### src/rtl/funprof_pkg.sv
// Shared definitions for the function-profiler sequencing controller.
package funprof_pkg;

  localparam int unsigned FUNPROF_ADDR_W  = 32;
  localparam int unsigned FUNPROF_CNT_W   = 32;
  localparam int unsigned FUNPROF_DEPTH_W = 4;

  // Encoding is visible on the state port, so values are fixed.
  typedef enum logic [1:0] {
    ST_IDLE    = 2'd0,
    ST_ARMED   = 2'd1,
    ST_IN_FUNC = 2'd2,
    ST_HALTED  = 2'd3
  } state_e;

endpackage

### src/rtl/funprof_call_timer.sv
// Saturating per-call cycle timer plus longest-call register.
// Only instantiated when FUNPROF_MAX_EN is defined.
module funprof_call_timer #(
  parameter int unsigned CntW = 32
) (
  input  logic            clk_i,
  input  logic            reset_i,
  input  logic            clr_i,     // wipe timer and max
  input  logic            zero_i,    // restart timer (call entry or stop)
  input  logic            run_i,     // controller is inside the function
  input  logic            done_i,    // outermost call ends this cycle
  output logic [CntW-1:0] max_cycles_o
);

  logic [CntW-1:0] timer_q, timer_d;
  logic [CntW-1:0] max_q, max_d;
  logic [CntW-1:0] dur;

  // The ending exit cycle is itself inside the call, hence timer + 1.
  assign dur = (timer_q == '1) ? timer_q : timer_q + CntW'(1);

  // Next-state for timer and longest-call register.
  always_comb begin
    timer_d = timer_q;
    max_d   = max_q;
    if (clr_i || zero_i) begin
      timer_d = '0;
    end else if (run_i && timer_q != '1) begin
      timer_d = timer_q + CntW'(1);
    end
    if (clr_i) begin
      max_d = '0;
    end else if (done_i && dur > max_q) begin
      max_d = dur;
    end
  end

  // State registers with synchronous reset.
  always_ff @(posedge clk_i) begin
    if (reset_i) begin
      timer_q <= '0;
      max_q   <= '0;
    end else begin
      timer_q <= timer_d;
      max_q   <= max_d;
    end
  end

  assign max_cycles_o = max_q;

endmodule

### src/rtl/funprof_ctrl.sv
// Sequencing controller for the function profiler cycle counter.
// Optional feature: define FUNPROF_MAX_EN to build the longest-call timer.
module funprof_ctrl
  import funprof_pkg::*;
#(
  parameter int unsigned ADDR_W  = FUNPROF_ADDR_W,
  parameter int unsigned CNT_W   = FUNPROF_CNT_W,
  parameter int unsigned DEPTH_W = FUNPROF_DEPTH_W
) (
  input  logic               clk,
  input  logic               reset,
  input  logic               start,
  input  logic               stop,
  input  logic               clear,
  input  logic [ADDR_W-1:0]  entry_addr,
  input  logic [ADDR_W-1:0]  exit_addr,
  input  logic [ADDR_W-1:0]  pc,
  input  logic               pc_valid,
  output logic               cnt_enable,
  output logic               cnt_reset,
  output logic [1:0]         state,
  output logic [CNT_W-1:0]   call_count,
  output logic [DEPTH_W-1:0] depth,
  output logic [CNT_W-1:0]   max_cycles,
  output logic               overflow
);

  state_e             state_q, state_d;
  logic [CNT_W-1:0]   call_count_q, call_count_d;
  logic [DEPTH_W-1:0] depth_q, depth_d;
  logic               overflow_q, overflow_d;
  logic               cnt_reset_q, cnt_reset_d;

  logic entry_hit, exit_hit;
  logic stop_acc, start_acc, cmd_acc, wipe;

  assign entry_hit = pc_valid && (pc == entry_addr);
  assign exit_hit  = pc_valid && (pc == exit_addr);

  // Commands that are ignored in the current state do not block PC events.
  assign stop_acc  = stop  && (state_q == ST_ARMED || state_q == ST_IN_FUNC);
  assign start_acc = start && (state_q == ST_IDLE  || state_q == ST_HALTED);
  assign cmd_acc   = clear || stop_acc || start_acc;
  assign wipe      = clear || (start_acc && state_q == ST_IDLE);

  // Next-state: commands by priority, then PC events.
  always_comb begin
    state_d      = state_q;
    call_count_d = call_count_q;
    depth_d      = depth_q;
    overflow_d   = overflow_q;
    cnt_reset_d  = 1'b0;
    if (wipe) begin
      state_d      = clear ? ST_IDLE : ST_ARMED;
      call_count_d = '0;
      depth_d      = '0;
      overflow_d   = 1'b0;
      cnt_reset_d  = 1'b1;
    end else if (stop_acc) begin
      state_d = ST_HALTED;
      depth_d = '0;
    end else if (start_acc) begin
      state_d = ST_ARMED;  // resume from HALTED, stats kept
    end else begin
      unique case (state_q)
        ST_ARMED: begin
          if (entry_hit) begin
            state_d = ST_IN_FUNC;
            depth_d = DEPTH_W'(1);
            if (call_count_q == '1) overflow_d   = 1'b1;
            else                    call_count_d = call_count_q + CNT_W'(1);
          end
        end
        ST_IN_FUNC: begin
          // Exit takes precedence so entry_addr == exit_addr acts as an exit.
          if (exit_hit) begin
            if (depth_q > DEPTH_W'(1)) begin
              depth_d = depth_q - DEPTH_W'(1);
            end else begin
              depth_d = '0;
              state_d = ST_ARMED;
            end
          end else if (entry_hit) begin
            if (depth_q == '1) overflow_d = 1'b1;
            else               depth_d    = depth_q + DEPTH_W'(1);
          end
        end
        default: ;
      endcase
    end
  end

  // State registers with synchronous reset.
  always_ff @(posedge clk) begin
    if (reset) begin
      state_q      <= ST_IDLE;
      call_count_q <= '0;
      depth_q      <= '0;
      overflow_q   <= 1'b0;
      cnt_reset_q  <= 1'b0;
    end else begin
      state_q      <= state_d;
      call_count_q <= call_count_d;
      depth_q      <= depth_d;
      overflow_q   <= overflow_d;
      cnt_reset_q  <= cnt_reset_d;
    end
  end

`ifdef FUNPROF_MAX_EN
  logic timer_zero, timer_run, call_done;

  assign timer_zero = stop_acc || (!cmd_acc && state_q == ST_ARMED && entry_hit);
  assign timer_run  = !cmd_acc && state_q == ST_IN_FUNC;
  assign call_done  = timer_run && exit_hit && depth_q <= DEPTH_W'(1);

  funprof_call_timer #(
    .CntW (CNT_W)
  ) u_call_timer (
    .clk_i        (clk),
    .reset_i      (reset),
    .clr_i        (wipe),
    .zero_i       (timer_zero),
    .run_i        (timer_run),
    .done_i       (call_done),
    .max_cycles_o (max_cycles)
  );
`else
  assign max_cycles = '0;
`endif

  assign cnt_enable = (state_q == ST_IN_FUNC);
  assign cnt_reset  = cnt_reset_q;
  assign state      = state_q;
  assign call_count = call_count_q;
  assign depth      = depth_q;
  assign overflow   = overflow_q;

endmodule

### config.mk
export PLATFORM = sky130hd
export DESIGN_NAME = funprof_ctrl
export DESIGN_NICKNAME = d
export VERILOG_FILES = /design/src/rtl/funprof_pkg.sv /design/src/rtl/funprof_call_timer.sv /design/src/rtl/funprof_ctrl.sv
export SDC_FILE = /design/constraint.sdc
export NUM_CORES = 1
export LEC_CHECK = 0
export CORE_ASPECT_RATIO = 1.25
export CORE_UTILIZATION = 55
export DETAILED_ROUTE_END_ITERATION = 6
export DONT_BUFFER_PORTS = 1
export GPL_TIMING_DRIVEN = 0
export PLACE_DENSITY = 0.73
export SKIP_LAST_GASP = 1
export SLEW_MARGIN = 20
export SYNTH_ARGS = -nofsm -noshare
export SYNTH_HDL_FRONTEND = slang
export SYNTH_SLANG_ARGS = --single-unit
### constraint.sdc
create_clock -name clk -period 2.61 [get_ports clk]
set_input_delay 0.3915 -clock clk [delete_from_list [all_inputs] [get_ports clk]]
set_output_delay 0.3915 -clock clk [all_outputs]
set_load 0.005 [all_outputs]
* Yosys cells after proc, flatten, opt, wreduce, memory -nomap -nowiden *
Index checks and enable logic that the tools add are counted.

operators by class
  div/mod/pow operators = 0
  magnitude comparators = 1
  bitwise logic cells = 3
  add/sub/neg operators = 3
  multipliers = 0
  equal/unequal tests = 17
  reductions and logical operators = 17
  muxes and demuxes = 21
  shift operators = 0

operators with widths
  operator                 count
  $eq A32 B32 Y1           2
  $add A32 B1 Y32 const B  1
  $eq A32 B32 Y1 const B   1
  $mux W4                  5
  $mux W2                  6
  $ne A5 B5 Y1 const B     2
  $reduce_and A5 Y1        2
  $pmux W4 S2              1
  $reduce_and A8 Y1        1
  $mux W1                  7
  $ne A2 B1 Y1 const B     3
  $logic_and A1 B1 Y1      5
  $ne A5 B1 Y1 const B     1
  $reduce_bool A5 Y1       1
  $add A4 B1 Y4 const B    1
  $eq A2 B2 Y1 const B     2
  $eq A4 B4 Y1 const B     1
  $gt A4 B1 Y1 const B     1
  $ne A2 B2 Y1 const B     2
  $pmux W2 S2              1
  $reduce_and A4 Y1        1
  $sub A4 B1 Y4 const B    1
  $logic_or A1 B1 Y1       3
  $ne A3 B1 Y1 const B     1
  other kinds (8)          10

storage, ports and cells
  latch bits = 0
  memories = 0
  input port bits = 102
  memory bits (writable) = 0
  memory bits (read-only) = 0
  flip-flop bits (word level) = 40
  logic and storage cells = 67

* Longest topological paths before layout *
  depth in word-level cells = 7
  depth in mapped cells = 11
  depth with buffers taken out = 9

* Worst setup path after synthesis *
No wires, ideal clock.

  kind = input port to flip-flop
  start point = in exit_addr[29]
  end point = reg depth_q[3], in the netlist depth[3]
  library setup time = 0.123 ns
  arrival time = 2.368 ns
  setup slack = 0.119 ns
  cell stages on the path = 7
  buffers on the path = 0
  required time = 2.487 ns
  cell sequence = xor2_1 > or4_1 > or4_4 > nor3_4 > mux2_2 > o211ai_1 > mux2i_1

between the ends
  word-level cells in the longest chain between the ends = 4
  elaborated cells between the ends (all ways) = 7

ends and longest elaborated chain
  what                                                        line                 source
  start: declaration                                          funprof_ctrl.sv:16   input logic [ADDR_W-1:0] exit_addr,
  $eq A32 B32 Y1 (*)                                          funprof_ctrl.sv:38   assign exit_hit = pc_valid && (pc == exit_addr);
  $logic_and A1 B1 Y1 (*)                                     funprof_ctrl.sv:38
  $ne A3 B3 Y1 (no line), or another cell as far along        --
  $reduce_and A5 Y1 (no line) or $pmux W4 S2 (tied branches)  --
  end signal: assignment                                      funprof_ctrl.sv:104  depth_q <= depth_d;
  end: declaration                                            funprof_ctrl.sv:30   logic [DEPTH_W-1:0] depth_q, depth_d;

Every way passes the cells marked *; elsewhere a longest branch is shown, timed or not.
A chain may end at the register's enable or synchronous reset.

* Worst setup path in the final report *
  start point = reg call_count_q[21], in the netlist call_count[21]
  end point = reg call_count_q[13], in the netlist call_count[13]

between the ends
  word-level cells in the longest chain between the ends = 3

ends and longest elaborated chain
  what                         line                 source
  start: declaration           funprof_ctrl.sv:29   logic [CNT_W-1:0] call_count_q, call_count_d;
  start signal: assignment     funprof_ctrl.sv:103  call_count_q <= call_count_d;
  $eq A32 B32 Y1               funprof_ctrl.sv:70   if (call_count_q == '1) overflow_d = 1'b1;
  $not A1 Y1 (no line)         --
  $reduce_and A5 Y1 (no line)  --

Every way passes these cells.

==> impl_metrics.yaml <==
logic_synthesis:
  syn_inst: 405
  ys_ff_latch: 40
  synth_area_leaders: "dfxtp_1 24%, xnor2_1 16%, buf_4 7.7%, xor2_1 4.7%, a21oi_1 3.6%"
  synth_top_area_cell: "dfxtp_1"
  syn_area_per_cell_um2: 8.20
  synth_cell_types: 57
  synth_ff_type: "dfxtp_1"
  async_flop_share_pct: 0
  synth_top_area_share_pct: 24.1
  synthesis.area_mm2: 0.00332
  synth_edf_count: 0
  synth-seq-area-share_pct: 24.1
  ys_warn_count: 0
floorplan:
  dieWidth_um: 71.5
  ios: 175
  start_util_pct: 57.1
  die_h_um: 88.9
  die_area_mm2: 0.00636
  core_mm2: 0.00582
  num_rows: 31
timing:
  period_share_pct: 95.3
  finalMaxSlewViolations: 0
  setup_viol: 0
  setup_tns_ps: 0
  relSlewSlack_pct: 42.4
  skew_ps: 8.24
  worst_pin_slew_ps: 858
  fin_crit_ps: 2490
  report.final.hold_viol_count: 0
  max_freq_mhz: 402
layout:
  layout_commonest_cell: "xnor2_1"
  synthToLayoutAreaGrowth_pct: 12.2
  layout_common_cells: "59 x xnor2_1, 37 x buf_4, 32 x conb_1, 31 x nand2_1, 25 x dfxtp_1"
  fillers: 508
  insertedDiodeCount: 0
  finalNetCount: 555
  drive_gt1_share_pct: 18.8
worst_setup_path:
  critPathLaunchType: "flop"
  critical_path.top_delay_family: "simple AND/OR/NAND/NOR gates"
  crit_type: "flop to flop"
  worstSetupEndpointType: "flop"
  cp_slowest_stage_delay_ps: 700
  path_buf_inv: 0
  path_cells: "and4_1 > and2_1 > and3_1 > a41o_2 > nor3_1 > a21oi_1 > a31o_2"
  slowest_stage: "nor3_1"
  cp_num_cells: 7
  cp.required_ps: 2810
  r2r_cells: 7
  crit_arrival_ps: 2680
  cp_max_fo: 6
detailed_routing:
  drt-wirelength-per-cell_um: 17.8
  ant_nets: 0
  drt-vias-per-instance: 6.03
  vias: 3091
  drt_iter0_markers: 176
  drtPass1Iterations: 4
  routed_wl_um: 9160
  drc: 0
global_route:
  grt.total_usage_pct: 28.5
  overflow: 0
  grt_max_degree: 13
  grt_pass1_vias: 2902
  grt_pass1_wl_um: 13900
  antenna_found_initial: 0
power_and_ir_drop:
  leakage_nw: 1.35
  peakVddDrop_uv: 229
  finalPower_mw: 1.46
  power.density_mw_per_mm2: 391
cts:
  h-tree-depth: 2
  clock_latency_ps: 300
  ctsRootBufferMaster: "clkbuf_8"
  cts_made_buffers: 5
  cts_hold_buf: 0
  cts_tree: "built"
  cts_sinks: 40
  clockBufferDepth: 2
  clkSlewWorstSetupHoldPaths_ps: 80
job:
  max-cap-violations: 0
min_path:
  hold_depth: 1
  min_path_type: "input pin to flop"
placed_design:
  gp_congestion: 0.860
  hpwl_um: 7390
  io_buffers: 0
run_status:
  status: "complete, no violations"
## synthesized netlist by cell type (all sizes together) (3+ instances only)
master	n
o21ai	7
and2	5
nor2	22
clkbuf	5
buf	36
nand2	31
o41ai	4
nor3	11
ha	7
xor2	18
and4	3
nand4b	6
a21oi	24
and3	11
or4	10
nor4	11
dfxtp	40
nand4	16
or3	3
nand3	15
mux2i	5
inv	10
nand2b	5
xnor2	59
o21a	4
nand3b	3
o31ai	6
## flip-flops by register name, summed over array words and instances, names as in the netlist
register,count
call_count,32
state,2
overflow,1
cnt_reset,1
depth,4
## final cells by class
class                   count  area, um2  area share (%)
clock buffers               6       72.6            1.95
repair buffers              4       30.0           0.805
flip-flops and latches     40        820            22.0
plain buffers              40        288            7.72
clock inverters             2       35.0           0.940
multi-input cells         345       2360            63.4
inverters                  10       37.5            1.01
well taps                  66       82.6            2.21
## where the power goes
part	leakage, nW	switching (mW)	internal [mW]
combinational	0.967	0.160	0.164
clock	0.0552	0.225	0.284
sequential	0.330	0.00778	0.617
total	1.35	0.393	1.06
## what timing repair did
item | in CTS | in global routing
resized for setup | 4 | 22
gates cloned | 0 | 0
pin swaps | 2 | 1
setup buffers | 3 | 1
endpoints found under the setup margin | 26 | 31
## path summary, 6_finish.rpt
path | to | slack [ps] | start
max | call_count[13] | 120 | call_count[21]
max reg2reg | call_count[13] | 120 | call_count[21]
min reg2reg | state[1] | 500 | state[1]
min | cnt_reset | 150 | reset
## logic make-up after synthesis
logic type,synth area share [%]
AOI/OAI and AO/OA,12.2
and+or+nand+nor,29.1
buffers and inverters,9.68
muxes,1.85
other,0.113
adders and majority gates,2.64
xor gates and xnor gates,20.3
DFF,24.1
## per-stage QoR
stage	std cells	hold WS [ps]	area, um2	worst slack, ps	util (%)
2_1_floorplan	436	464	3440	119	-
3_3_place_gp	502	466	3520	-218	60.5
3_5_place_dp	502	467	3520	-246	60.5
4_1_cts	513	153	3670	13.4	63.1
5_1_grt	513	155	3730	-1.57	64.1
6_report	513	153	3730	123	64.1
## metal layers
layer | global-route usage [%] | vias to the layer above | wire [um]
li1 | - | 1480 | -
met1 | 28.3 | 1434 | 3210
met2 | 54.4 | 155 | 4860
met3 | 9.70 | 22 | 838
met4 | 11.8 | 0 | 253
met5 | 0 | - | 0
Power figures use the tool's default switching activity.
